===== src/rtl/fetch_unit.sv =====
// Instruction-fetch stage with IF/ID pipeline register.
// Fetches from a variable-latency memory over a req/valid handshake and feeds decode.
module fetch_unit #(
    parameter logic [31:0] RESET_PC  = 32'h0000_0000,
    parameter logic [31:0] NOP_INSTR = 32'h0000_0013
) (
    input  logic        clk,
    input  logic        rst,
    input  logic        StallF,
    input  logic        StallD,
    input  logic        FlushD,
    input  logic        PCSrcE,
    input  logic [31:0] PCTargetE,
    output logic        IMemReq,
    output logic [31:0] IMemAddr,
    input  logic [31:0] IMemRdata,
    input  logic        IMemValid,
    output logic [31:0] InstrD,
    output logic [31:0] PCD,
    output logic [31:0] PCPlus4D
);

    typedef enum logic [1:0] {
        IDLE = 2'd0,
        WAIT = 2'd1,
        DROP = 2'd2
    } state_e;

    state_e      state_q, state_d;
    logic [31:0] pcF_q, pcF_d;
    logic        holdValid_q, holdValid_d;
    logic [31:0] holdReg_q, holdReg_d;
    logic [31:0] instrD_q, instrD_d;
    logic [31:0] pcD_q, pcD_d;
    logic [31:0] pcPlus4D_q, pcPlus4D_d;

    logic        issue;
    logic        fresh;
    logic        avail;
    logic        transfer;
    logic [31:0] word;

    assign issue    = (state_q == IDLE) && !holdValid_q && !StallF && !PCSrcE;
    assign fresh    = (state_q == WAIT) && IMemValid;
    assign avail    = fresh || holdValid_q;
    assign word     = holdValid_q ? holdReg_q : IMemRdata;
    assign transfer = avail && !StallD && !FlushD && !PCSrcE;

    assign IMemReq  = issue && !rst;
    assign IMemAddr = pcF_q;

    assign InstrD   = instrD_q;
    assign PCD      = pcD_q;
    assign PCPlus4D = pcPlus4D_q;

    always_comb begin
        state_d     = state_q;
        pcF_d       = pcF_q;
        holdValid_d = holdValid_q;
        holdReg_d   = holdReg_q;
        instrD_d    = instrD_q;
        pcD_d       = pcD_q;
        pcPlus4D_d  = pcPlus4D_q;

        // A returned word that cannot move to decode is parked so it is never refetched.
        if (PCSrcE) begin
            pcF_d       = PCTargetE;
            holdValid_d = 1'b0;
        end else if (transfer) begin
            pcF_d       = pcF_q + 32'd4;
            holdValid_d = 1'b0;
        end else if (fresh) begin
            holdReg_d   = IMemRdata;
            holdValid_d = 1'b1;
        end

        case (state_q)
            IDLE:    if (issue) state_d = WAIT;
            WAIT:    if (IMemValid) state_d = IDLE;
                     else if (PCSrcE) state_d = DROP;
            DROP:    if (IMemValid) state_d = IDLE;
            default: state_d = IDLE;
        endcase

        if (FlushD || (!StallD && !transfer)) begin
            instrD_d   = NOP_INSTR;
            pcD_d      = 32'd0;
            pcPlus4D_d = 32'd0;
        end else if (transfer) begin
            instrD_d   = word;
            pcD_d      = pcF_q;
            pcPlus4D_d = pcF_q + 32'd4;
        end
    end

    always_ff @(posedge clk or posedge rst) begin
        if (rst) begin
            state_q     <= IDLE;
            pcF_q       <= RESET_PC;
            holdValid_q <= 1'b0;
            holdReg_q   <= 32'd0;
            instrD_q    <= NOP_INSTR;
            pcD_q       <= 32'd0;
            pcPlus4D_q  <= 32'd0;
        end else begin
            state_q     <= state_d;
            pcF_q       <= pcF_d;
            holdValid_q <= holdValid_d;
            holdReg_q   <= holdReg_d;
            instrD_q    <= instrD_d;
            pcD_q       <= pcD_d;
            pcPlus4D_q  <= pcPlus4D_d;
        end
    end

endmodule


===== config.mk =====
export PLATFORM = sky130hd
export DESIGN_NAME = fetch_unit
export DESIGN_NICKNAME = d
export VERILOG_FILES = /design/src/rtl/fetch_unit.sv
export SDC_FILE = /design/constraint.sdc
export NUM_CORES = 1
export LEC_CHECK = 0
export CAP_MARGIN = 40
export CORE_UTILIZATION = 40
export DETAILED_ROUTE_END_ITERATION = 10
export GPL_TIMING_DRIVEN = 0
export HOLD_SLACK_MARGIN = 0.03
export PLACE_DENSITY = 0.69
export SLEW_MARGIN = 20
export SYNTH_ARGS = -nofsm -noshare
export SYNTH_HDL_FRONTEND = slang
export SYNTH_SLANG_ARGS = --single-unit
export TNS_END_PERCENT = 30

===== constraint.sdc =====
create_clock -name clk -period 7.5 [get_ports clk]
set_input_delay 1.5 -clock clk [delete_from_list [all_inputs] [get_ports clk]]
set_output_delay 1.5 -clock clk [all_outputs]
set_load 0.05 [all_outputs]

==> flow_summary.toml, run 1 <==
[power]
ir_worst_vdd_mv = 0.1517
p_per_area_nw_per_um2 = 224.9
leakage_nw = 4.115

[timing]
max_clock_freq_mhz = 214.0
finClkSkew_ns = 0.01144
final_max_slew_viol_count = 0
setup_violations = 0
period_share = 0.6231
fin_setup_tns_ns = 0
worst_pin_slew_ns = 0.7804
whs_ns = 0.4760
fin_crit_ns = 4.674
hold_violations = 0
rsz0062_at_grt = "false"
slew_headroom = 0.4798

[worst_setup_path]
r2r_slack_ns = 5.04
cp-startpoint = "PCSrcE"
timing.rr.end = "PCD[5]$_DFFE_PP0P_"
worst-setup-path-type = "primary input to primary output"
required_ns = 6.00
worst-endpoint-arrival_ns = 3.17
cp-start-kind = "primary input"
regToRegStartpoint = "holdValid_q$_DFFE_PP0P_"
reg2reg_depth = 5
end_kind = "primary output"
crit_end = "IMemReq"
cp_max_fo = 4

[cells_and_area]
syn_to_final_growth_pct = 40.26
final_cells = 1131
final_cell_mix = "clkdlybuf4s50_1 (199), dfrtp_1 (158), nand2_1 (102), o21ai_0 (80), clkbuf_1 (40)"
layout-drive-gt1-share = 0.1071
layout_commonest_cell = "clkdlybuf4s50_1"
multi_input_area_um2 = 2967
regArea_um2 = 4033
n_antenna_cell = 0
layout.nets = 965
fillers = 1478

[job]
maxCapViolations = 0

[min_path]
hold_path_class = "flop to flop"

[routing]
initialDrtViolationCount = 367
wire_per_inst_um = 17.63
postRouteAntennaNets = 0
drc_errors = 0
vias = 5831
firstDrtPassIters = 5
drt-vias-per-instance = 5.156
wl_um = 19950

[clock_network]
ctsResizeCount = 0
cts.htree.levels = 4
cts_root_buf = "clkbuf_16"
cts_hold_buf = 0
clk_path_buf_depth = 2
clock_sinks = 161
postCtsSetupRepairBufs = 0
clkTransAtPathRegs_ns = 0.06
numCtsBuffers = 17
clock_latency_ns = 0.42
cts_tree = "yes"

[floorplanning]
num_io_pins = 200
die-area_um2 = 18690
rows = 48
start_util = 0.4152
fp.dieH_um = 136.7
die_width_um = 136.7
core_area_um2 = 17480

[synth]
yosysUniqueCellTypes = 38
synth-seq-cells = 161
synth_warnings = 0
synthArstFlopShare = 1.000
syn_nets = 745
synth_area_um2 = 7257
yosysSeqAreaShare = 0.5557
synth_ff_type = "dfrtp_1"
netlist_instances = 673
syn_avg_cell_area_um2 = 10.78
synth_edf_count = 0

[grt]
grt_max_degree = 100
gr-total-overflow = 0
grt_pass1_wl_um = 31300
grt_pass1_vias = 5748
antenna_found_initial = 1
grt_usage = 0.2234

[placement]
portBuffers = 199
gp_congestion = 0.7892
dp.cells = 1099
post-dp-hpwl_um = 14160

[run_status]
status = "finished, final reports clean"
-- sequential cells by signal, summed over array words and instances, names as in the netlist --
name and flops:
holdReg_q 32, PCPlus4D 30, IMemAddr 32, PCD 32, InstrD 32, state_q 2, holdValid_q 1
-- power by group --
group	total, mW	internal, mW	switching [mW]
Sequential	1.01	0.953	0.0558
Combinational	0.378	0.167	0.211
Clock	0.902	0.533	0.370
-- critical path, cell delays in order --
cell and delay (ns):
clkdlybuf4s50_1 0.46, nor2_1 0.16, nand2_1 0.06, nor3_1 0.13, clkdlybuf4s50_1 0.85
-- worst min path at each step --
stage	slack (ns)	cells past startpoint	start	to
5_1_grt	0.51	2	PCPlus4D[2]$_DFFE_PP0P_	PCPlus4D[2]$_DFFE_PP0P_
3_5_place_dp	0.47	2	InstrD[10]$_DFFE_PP0P_	InstrD[10]$_DFFE_PP0P_
3_3_place_gp	0.46	2	InstrD[25]$_DFFE_PP0P_	InstrD[25]$_DFFE_PP0P_
6_report	0.48	2	InstrD[25]$_DFFE_PP0P_	InstrD[25]$_DFFE_PP0P_
4_1_cts	0.48	2	InstrD[10]$_DFFE_PP0P_	InstrD[10]$_DFFE_PP0P_
2_1_floorplan	0.46	1	state_q[1]$_DFFE_PP0P_	state_q[0]$_DFFE_PP0P_
-- cell usage after synthesis (6+ instances only) --
cell type / count / area, um2
mux2_2: 35 / 394.1
xor2_1: 18 / 157.7
o21ai_0: 80 / 400.4
nor4_1: 6 / 37.54
o21ai_1: 10 / 50.05
a22o_1: 29 / 254.0
nand2_1: 102 / 382.9
nand3_1: 12 / 60.06
clkbuf_1: 38 / 142.6
nor2_1: 23 / 86.33
nand4_1: 11 / 68.82
dfrtp_1: 158 / 3954
buf_2: 11 / 55.05
nor3_1: 18 / 90.09
xnor2_1: 39 / 341.6
mux2i_1: 33 / 330.3
-- final cells by class --
class	instances	area share
Timing Repair Buffer	201	0.1989
Buffer	55	0.02348
Inverter	5	0.002581
Multi-Input combinational cell	452	0.2915
Sequential cell	161	0.3962
Tap cell	225	0.02766
Clock buffer	19	0.04253
Clock inverter	13	0.01721
-- metal layers --
layer | track usage | vias to the layer above | part of all wire
li1 | - | 2766 | -
met1 | 0.3146 | 2877 | 0.47
met2 | 0.3339 | 158 | 0.46
met3 | 0.05111 | 28 | 0.050
met4 | 0.08333 | 2 | 0.022
met5 | 0 | - | 0.00065
-- stage by stage --
stage                     power (mW)  worst slack, ns  area, um2    util
after CTS                      2.306            2.801      10180  0.5824
after floorplan                1.260            1.657       7257       -
after global routing           2.384            2.734      10180  0.5824
after global placement         1.394          -0.7732       9530  0.5453
after detailed placement       1.405            2.806       9570  0.5476
final                          2.290            2.826      10180  0.5824
-- cell families (layout without fill, tap and decap cells) --
group                      Yosys count  count (layout)  synth area share
AOI/OAI and AO/OA                  127             127            0.1036
buffers and inverters               60             293           0.03552
adders and majority gates            1               1          0.001724
xor gates and xnor gates            57              57           0.06879
DFF                                161             161            0.5557
and+or+nand+nor                    199             199            0.1348
muxes                               68              68           0.09983
Power figures use the tool's default switching activity.
==> inputs of run 2 (changes only) <==
--- a/config.mk
+++ b/config.mk
@@ -10,7 +10,7 @@
 export DETAILED_ROUTE_END_ITERATION = 10
 export GPL_TIMING_DRIVEN = 0
 export HOLD_SLACK_MARGIN = 0.03
-export PLACE_DENSITY = 0.69
+export PLACE_DENSITY = 0.72
 export SLEW_MARGIN = 20
 export SYNTH_ARGS = -nofsm -noshare
 export SYNTH_HDL_FRONTEND = slang
==> constraint.sdc (replaced) <==
create_clock -name clk -period 4 [get_ports clk]
set_input_delay 0.8 -clock clk [delete_from_list [all_inputs] [get_ports clk]]
set_output_delay 0.8 -clock clk [all_outputs]
set_load 0.05 [all_outputs]
==> run 2 against run 1 <==
Sequential power is 87% higher. Non-clock buffer count up 5. Combinational power rose by 92%. Sequential share of layout area fell by 0.33 points. Utilization grew 0.49 points. Wire length is 1.9% higher. First-iteration DRC count is 2.5% lower. Power up 85%. Via count is 1.1% higher. Worst setup slack got worse by 2.4 ns. Largest cell class unchanged.
==> flow_summary.toml, run 2 (synthesis gave the netlist of run 1 again) <==
[timing]
worst_pin_slew_ns = 0.7991
final_max_slew_viol_count = 0
hold_violations = 0
max_clock_freq_mhz = 279.6
rsz0062_at_grt = "false"
fin_ws_ns = 0.4237
setup_violations = 0
slew_headroom = 0.4672
finClkSkew_ns = 0.009595
period_share = 0.8941
fin_crit_ns = 3.576
whs_ns = 0.4808

[grt]
grt_usage = 0.2275
gr-total-overflow = 0
grt_pass1_vias = 5843
grt_max_degree = 30
grt_pass1_wl_um = 31960
antenna_found_initial = 1

[placement]
placed_area_um2 = 9674
gp_congestion = 0.7818
portBuffers = 199
dp.cells = 1104
post-dp-hpwl_um = 14820
pre_cts_slack_ns = 0.6748

[cells_and_area]
design_area_um2 = 10260
syn_to_final_growth_pct = 41.45
final_cells = 1136
layout.nets = 970
layout-drive-gt1-share = 0.1121
fillers = 1485
final_cell_mix = "clkdlybuf4s50_1 (199), dfrtp_1 (158), nand2_1 (102), o21ai_0 (80)"
layout_commonest_cell = "clkdlybuf4s50_1"

[min_path]
min_to = "PCD[6]$_DFFE_PP0P_"
hp-start = "PCD[6]$_DFFE_PP0P_"
min_path_cells = 2
hold_path_class = "flop to flop"

[routing]
drc_errors = 0
wl_um = 20330
firstDrtPassIters = 5
maxUsedRoutingLayer = "met4"
postRouteAntennaNets = 0
drt-vias-per-instance = 5.191
wl_met2_um = 9646
vias = 5897
route.met3.wl_um = 1068
wl_met1_um = 9150
wire_per_inst_um = 17.89
initialDrtViolationCount = 358

[clock_network]
postCtsSetupRepairBufs = 0
cts_root_buf = "clkbuf_16"
numCtsBuffers = 17
ctsResizeCount = 0
clk_path_buf_depth = 2
clock_sinks = 161
cts.htree.levels = 4
cts_hold_buf = 0
clkTransAtPathRegs_ns = 0.06
clock_latency_ns = 0.42
cts_tree = "yes"

[worst_setup_path]
required_ns = 3.20
worst-setup-path-type = "flop to primary output"
cp-start-kind = "flop"
worst-endpoint-arrival_ns = 2.78
reg2reg_depth = 5
end_kind = "primary output"
timing.rr.end = "PCD[14]$_DFFE_PP0P_"
regToRegStartpoint = "holdValid_q$_DFFE_PP0P_"
cp_max_fo = 10
r2r_slack_ns = 1.53

[run_status]
status = "finished, final reports clean"

[power]
seqPwrFrac = 0.446
p_per_area_nw_per_um2 = 413.7
leakage_nw = 4.155
switching_share = 0.2776
internal_power_mw = 3.068
total_power_mw = 4.247
ir_worst_vdd_mv = 0.3759
power.share.clock = 0.384
pwr-share-comb = 0.171
p_sw_mw = 1.179

[floorplanning]
start_util = 0.4152
num_io_pins = 200
die_width_um = 136.7
die-area_um2 = 18690
rows = 48
fp.dieH_um = 136.7
core_area_um2 = 17480

[job]
maxCapViolations = 0
run 2: layout make-up:
| type | instances | area [um2] | area share |
|---|---|---|---|
| inverter | 5 | 22.52 | 0.002194 |
| multi-input combinational | 452 | 2967 | 0.2890 |
| tap | 225 | 281.5 | 0.02743 |
| clock inverter | 11 | 131.4 | 0.01280 |
| timing repair buffer | 206 | 2132 | 0.2077 |
| clock buffer | 20 | 456.7 | 0.04449 |
| antenna | 1 | 2.502 | 0.0002438 |
| sequential | 161 | 4033 | 0.3929 |
| buffer | 55 | 239.0 | 0.02328 |
run 2: layer usage:
layer	track usage	up-vias
met5	0	-
met4	0.07469	0
met3	0.05778	29
met2	0.3556	152
met1	0.3076	2943
li1	-	2773
run 2: worst max path at each step:
stage / to / startpoint / cells after the start / slack [ns]
final: IMemReq / holdValid_q$_DFFE_PP0P_ / 6 / 0.42
after global routing: IMemReq / holdValid_q$_DFFE_PP0P_ / 6 / 0.25
after CTS: IMemReq / holdValid_q$_DFFE_PP0P_ / 6 / 0.35
after detailed placement: PCPlus4D[2]$_DFFE_PP0P_ / StallD / 7 / 0.67
after global placement: PCD[19]$_DFFE_PP0P_ / rst / 2 / -0.31
after floorplan: IMemReq / holdValid_q$_DFFE_PP0P_ / 5 / 1.10
run 2: power groups by stage:
stage	combinational (mW)	clock (mW)	sequential, mW
2_1_floorplan	0.311	0	2.05
3_3_place_gp	0.700	0	1.91
3_5_place_dp	0.728	0	1.92
4_1_cts	0.731	1.66	1.89
5_1_grt	0.782	1.72	1.91
6_report	0.724	1.63	1.89
run 2: stage by stage:
stage	utilization	setup TNS, ns
floorplan	-	0
global placement	0.5455	-47.12
detailed placement	0.5536	0
CTS	0.5872	0
global route	0.5872	0
finish	0.5873	0
run 2: worst max-delay path, cell delays in order, from the launching register on:
cell	delay, ns
dfrtp_1	0.32
clkbuf_1	0.47
clkbuf_1	0.60
nor2_1	0.11
nand2_1	0.09
nor3_1	0.04
clkdlybuf4s50_1	0.72
